`src/rtl/harmonic_switch_ctrl.sv`:
```
// Harmonic (1x/2x) select sequencer: applies a requested change at an NCO phase wrap, then holds the lock loop.
// Optional build macro HARM_SW_TIMEOUT_EN adds a forced switch after TIMEOUT_CYC cycles without a wrap.
module harmonic_switch_ctrl #(
  parameter int unsigned PHASE_W     = 16,
  parameter int unsigned SETTLE_W    = 16,
  parameter int unsigned TIMEOUT_CYC = 65535
) (
  input  logic                clk,
  input  logic                rst_n,
  input  logic [PHASE_W-1:0]  phase_in,
  input  logic                sw_req,
  input  logic                sw_mode,
  input  logic [SETTLE_W-1:0] settle_cycles,
  output logic                freq_double,
  output logic                hold,
  output logic                busy,
  output logic                sw_ack,
  output logic                timeout_flag
);

  typedef enum logic [1:0] {IDLE, WAIT_WRAP, SETTLE} state_t;

  state_t              state, state_nxt;
  logic                prev_msb;
  logic                wrap;
  logic                accept;
  logic                force_sw;
  logic                target, target_nxt;
  logic [SETTLE_W-1:0] cnt, cnt_nxt;
  logic                freq_nxt, hold_nxt, busy_nxt, ack_nxt;

  // Only the MSB matters for wrap detection; the rest of the word is folded away.
  logic unused_phase;
  assign unused_phase = ^phase_in[PHASE_W-2:0];

  assign wrap   = prev_msb & ~phase_in[PHASE_W-1];
  assign accept = (state == IDLE) & sw_req & (sw_mode != freq_double);

`ifdef HARM_SW_TIMEOUT_EN
  localparam int unsigned WAIT_W = (TIMEOUT_CYC > 1) ? $clog2(TIMEOUT_CYC) : 1;

  logic [WAIT_W-1:0] wait_cnt;
  logic              tflag;
  logic              wait_done;

  assign wait_done    = (wait_cnt == WAIT_W'(TIMEOUT_CYC - 1));
  assign force_sw     = wait_done;
  assign timeout_flag = tflag;

  always_ff @(posedge clk or negedge rst_n) begin
    if (!rst_n) begin
      wait_cnt <= '0;
      tflag    <= 1'b0;
    end else if (accept) begin
      wait_cnt <= '0;
      tflag    <= 1'b0;
    end else if (state == WAIT_WRAP) begin
      wait_cnt <= wait_cnt + WAIT_W'(1);
      // A real wrap in the timeout cycle wins and leaves the flag clear.
      if (!wrap && wait_done) tflag <= 1'b1;
    end
  end
`else
  assign force_sw     = 1'b0;
  assign timeout_flag = 1'b0;
`endif

  // NOTE: state registers use non-blocking assignments so every flop samples pre-edge values.
  always_ff @(posedge clk or negedge rst_n) begin
    if (!rst_n) begin
      state       <= IDLE;
      prev_msb    <= 1'b0;
      target      <= 1'b0;
      cnt         <= '0;
      freq_double <= 1'b0;
      hold        <= 1'b0;
      busy        <= 1'b0;
      sw_ack      <= 1'b0;
    end else begin
      state       <= state_nxt;
      prev_msb    <= phase_in[PHASE_W-1];
      target      <= target_nxt;
      cnt         <= cnt_nxt;
      freq_double <= freq_nxt;
      hold        <= hold_nxt;
      busy        <= busy_nxt;
      sw_ack      <= ack_nxt;
    end
  end

  // NOTE: every output of this block gets a default first, so no path can infer a latch.
  always_comb begin
    state_nxt  = state;
    target_nxt = target;
    cnt_nxt    = cnt;
    freq_nxt   = freq_double;
    hold_nxt   = hold;
    busy_nxt   = busy;
    ack_nxt    = 1'b0;
    unique case (state)
      IDLE: begin
        if (sw_req) begin
          if (sw_mode == freq_double) begin
            ack_nxt = 1'b1;
          end else begin
            // Settle length is captured here and is immune to later register writes.
            target_nxt = sw_mode;
            cnt_nxt    = settle_cycles;
            busy_nxt   = 1'b1;
            state_nxt  = WAIT_WRAP;
          end
        end
      end
      WAIT_WRAP: begin
        if (wrap || force_sw) begin
          freq_nxt  = target;
          hold_nxt  = 1'b1;
          state_nxt = SETTLE;
        end
      end
      SETTLE: begin
        if (cnt != '0) begin
          cnt_nxt = cnt - SETTLE_W'(1);
        end else begin
          hold_nxt  = 1'b0;
          busy_nxt  = 1'b0;
          ack_nxt   = 1'b1;
          state_nxt = IDLE;
        end
      end
      default: state_nxt = IDLE;
    endcase
  end

endmodule

```
`config.mk`:
```
export PLATFORM = sky130hd
export DESIGN_NAME = harmonic_switch_ctrl
export DESIGN_NICKNAME = d
export VERILOG_FILES = /design/src/rtl/harmonic_switch_ctrl.sv
export SDC_FILE = /design/constraint.sdc
export NUM_CORES = 1
export LEC_CHECK = 0
export BUFFER_PORTS_ARGS = -buffer_cell sky130_fd_sc_hd__clkbuf_2
export CAP_MARGIN = 20
export CORE_MARGIN = 4
export CORE_UTILIZATION = 58
export CTS_BUF_LIST = sky130_fd_sc_hd__clkbuf_2 sky130_fd_sc_hd__clkbuf_4 sky130_fd_sc_hd__clkbuf_8
export CTS_CLUSTER_SIZE = 30
export DETAILED_ROUTE_END_ITERATION = 7
export GPL_TIMING_DRIVEN = 0
export PLACE_DENSITY = 0.95
export SKIP_CTS_REPAIR_TIMING = 1
export SLEW_MARGIN = 5
export SYNTH_ARGS = -nofsm -noshare
export SYNTH_HDL_FRONTEND = slang
export SYNTH_SLANG_ARGS = --single-unit
```
`constraint.sdc`:
```
create_clock -name clk -period 5.1 [get_ports clk]
set_input_delay 1.02 -clock clk [delete_from_list [all_inputs] [get_ports clk]]
set_output_delay 1.02 -clock clk [all_outputs]
set_load 0.02 [all_outputs]
```
==> impl_metrics.env <==
export IMPL_outcome="complete, no violations"
export IMPL_hp_class="register to register"
export IMPL_setup_viol=0
export IMPL_synth_ff_type="dfrtp_1"
export IMPL_clk_pin_slew_ns=0.13
export IMPL_synth_area_top_cells="dfrtp_1, nor2_1, o21ai_0"
export IMPL_drt_pass1_iter_count=5
export IMPL_rsz0062_at_grt="no"
export IMPL_synthArstFlopShare_pct=100
export IMPL_die_y_um=58.5
export IMPL_combPwrFrac_pct=49.6
export IMPL_grt_overflow=0
export IMPL_clock_sinks=24
export IMPL_p_int_uw=501
export IMPL_gp_congestion=0.931
export IMPL_rows=18
export IMPL_syn_to_final_growth_pct=13.1
export IMPL_synthMuxAreaShare_pct=1.44
export IMPL_power_density_nw_per_um2=557
export IMPL_grt_pass1_vias=1461
export IMPL_final_area_um2=1670
export IMPL_fillers=213
export IMPL_yosys_area_top_type_share_pct=40.7
export IMPL_fmax_mhz=433
export IMPL_maxSlewViolCount=0
export IMPL_cp_start_kind="primary input"
export IMPL_root_buffer="clkbuf_4"
export IMPL_grt_pass1_wl_mm=6.66
export IMPL_dp_hpwl_mm=2.78
export IMPL_drive_gt1_share_pct=19.8
export IMPL_synth_edf_count=0
export IMPL_grt_antenna_before_repair=0
export IMPL_grt_use_total_pct=25.0
export IMPL_syn_area_um2=1480
export IMPL_nets=236
export IMPL_ys_seq_elements=24
export IMPL_cp_end_kind="register"
export IMPL_critPathRequiredTime_ns=5.35
export IMPL_route_detailed_drc=0
export IMPL_drv_cap=0
export IMPL_final_hold_viol_count=0
export IMPL_antenna_cells=0
export IMPL_wl_per_cell_um=17.0
export IMPL_synth_net_count=207
export IMPL_vias=1485
export IMPL_clk_latency_ns=0.32
export IMPL_ant_nets=0
export IMPL_hp_start="busy"
export IMPL_drt_initial_drc_count=44
export IMPL_crit_arrival_ns=2.56
export IMPL_grt_start_max_net_pins=25
export IMPL_cp_max_fo=10
export IMPL_path_class="primary input to register"
export IMPL_numCtsBuffers=3
export IMPL_synth_top_cell_by_area="dfrtp_1"
export IMPL_start_util_pct=60.1
export IMPL_dieArea_um2=3420
export IMPL_numPortBuffers=24
export IMPL_synth_distinct_cells=44
export IMPL_synthXorXnorAreaFrac_pct=0.593
export IMPL_dieWidth_um=58.5
export IMPL_seqPwrFrac_pct=39.4
export IMPL_ios=41
export IMPL_cts_tree="yes"
export IMPL_finalSetupTns_ns=0
export IMPL_synth_cells=169
export IMPL_synth_compound_area_share_pct=24.8
export IMPL_worst_slew_pin_slew_ns=0.653
export IMPL_p_switching_uw=429
export IMPL_max_slew_margin_rel_pct=56.1
export IMPL_core_um2=2450
export IMPL_syn_area_per_cell_um2=8.74
export IMPL_via_per_inst=6.54
export IMPL_critPathLaunch="sw_mode"
export IMPL_routed_wl_mm=3.86
export IMPL_synthAdderAreaFrac_pct=1.69
export IMPL_synth_top_family_by_area="simple AND/OR/NAND/NOR gates"
export IMPL_ir_drop_v=0.000378
export IMPL_period_share_pct=45.3
export IMPL_seq_area_frac_synth_pct=40.7
export IMPL_finClkSkew_ns=0.00203
export IMPL_place_area_um2=1630
export IMPL_yosysWarnings=0
export IMPL_cts_buffer_depth=2
export IMPL_fin_crit_ns=2.31
export IMPL_p_sw_share_pct=46.1
export IMPL_r2r_start="cnt[13]"
export IMPL_cellLeakagePower_uw=0.000713
export IMPL_synth_simple_area_share_pct=25.5
export IMPL_htree_levels=1
export IMPL_clkPwrFrac_pct=11.0
[power groups by stage]
stage	Clock [uW]	Sequential [uW]	Combinational, uW
2_1_floorplan	0	348	345
3_5_place_dp	0	365	456
4_1_cts	105	360	458
5_1_grt	114	375	517
6_report	103	366	461
3_3_place_gp	0	357	435
[critical path, cell delays in order]
cell,delay [ns]
clkbuf_2,0.11
xor2_1,0.30
a31oi_1,0.20
buf_2,0.24
a21oi_2,0.44
mux2i_1,0.24
[layout make-up]
class,instances,area (um2),share of cell area [%]
repair buffers,24,120,7.19
multi-input cells,128,802,48.0
flip-flops and latches,24,601,36.0
inverters,5,18.8,1.12
plain buffers,12,55.1,3.30
well taps,30,37.5,2.25
clock buffers,4,36.3,2.17
[stage by stage]
step                      power (uW)  hold WS [ns]  setup WS (ns)  util, %  cells
after floorplan                  693         0.487           2.91        -    169
after global placement           792         0.496           2.51     66.6    223
after detailed placement         820         0.505           2.46     66.6    223
after CTS                        923         0.540           2.82     68.0    227
after global routing            1010         0.579           2.63     68.0    227
final                            930         0.541           2.79     68.0    227
[final timing paths]
| check | endpoint | slack (ns) | cells past startpoint |
|---|---|---|---|
| worst max-delay path | cnt[1] | 2.79 | 6 |
| worst min-delay path | busy | 0.54 | 2 |
| min in group asynchronous | cnt[5] | 0.69 | 1 |
| worst max register to register | cnt[13] | 2.98 | 5 |
| max in group asynchronous | busy | 4.00 | 1 |
| worst min register to register | busy | 0.54 | 2 |
[sequential cells by signal, summed over array words and instances, names as in the netlist]
signal	flops
sw_ack	1
hold	1
busy	1
target	1
prev_msb	1
state	2
freq_double	1
cnt	16
[cell usage after synthesis, drive strengths merged, types with 3 or more instances]
cell / n
dfrtp: 24
a21oi: 9
a221o: 3
o22ai: 4
clkbuf: 5
nor2: 15
nor3: 8
a211o: 3
buf: 7
a211oi: 5
nand3: 5
a31oi: 3
and3: 5
nand2: 13
o21ai: 11
nor4: 6
a2bb2oi: 6
inv: 5
nand4: 7
[cells by family (layout without fill, tap and decap cells)]
logic type | count (synthesis) | in the layout
AOI/OAI and AO/OA | 53 | 53
xor gates and xnor gates | 1 | 1
adders and majority gates | 2 | 2
buffers and inverters | 17 | 45
DFF | 24 | 24
muxes | 2 | 2
other | 1 | 1
and+or+nand+nor | 69 | 69
[routing by layer]
metal,vias up,routed length (um),global-route usage (%)
li1,692,-,-
met5,-,0,0
met3,7,305,2.85
met2,70,1900,40.8
met4,0,43,8.94
met1,716,1610,34.4
[cell usage in the layout (no fill, tap or decap), types with 2 or more instances in the layout]
master / instances
a22oi_1: 2
dfrtp_1: 24
a31oi_1: 3
nand3_1: 4
nor3_1: 8
nand4_1: 7
nand2_1: 13
nor3b_1: 2
o22ai_1: 4
ha_1: 2
nor2b_1: 2
clkbuf_4: 3
a2bb2oi_1: 6
a21oi_1: 8
clkbuf_1: 5
and3_1: 5
nor4_1: 5
inv_1: 5
a221o_1: 3
buf_2: 5
o21ai_0: 11
a21o_1: 2
a211o_1: 3
a211oi_1: 5
nor2_1: 15
clkbuf_2: 24
(Power assumes the default switching activity.)
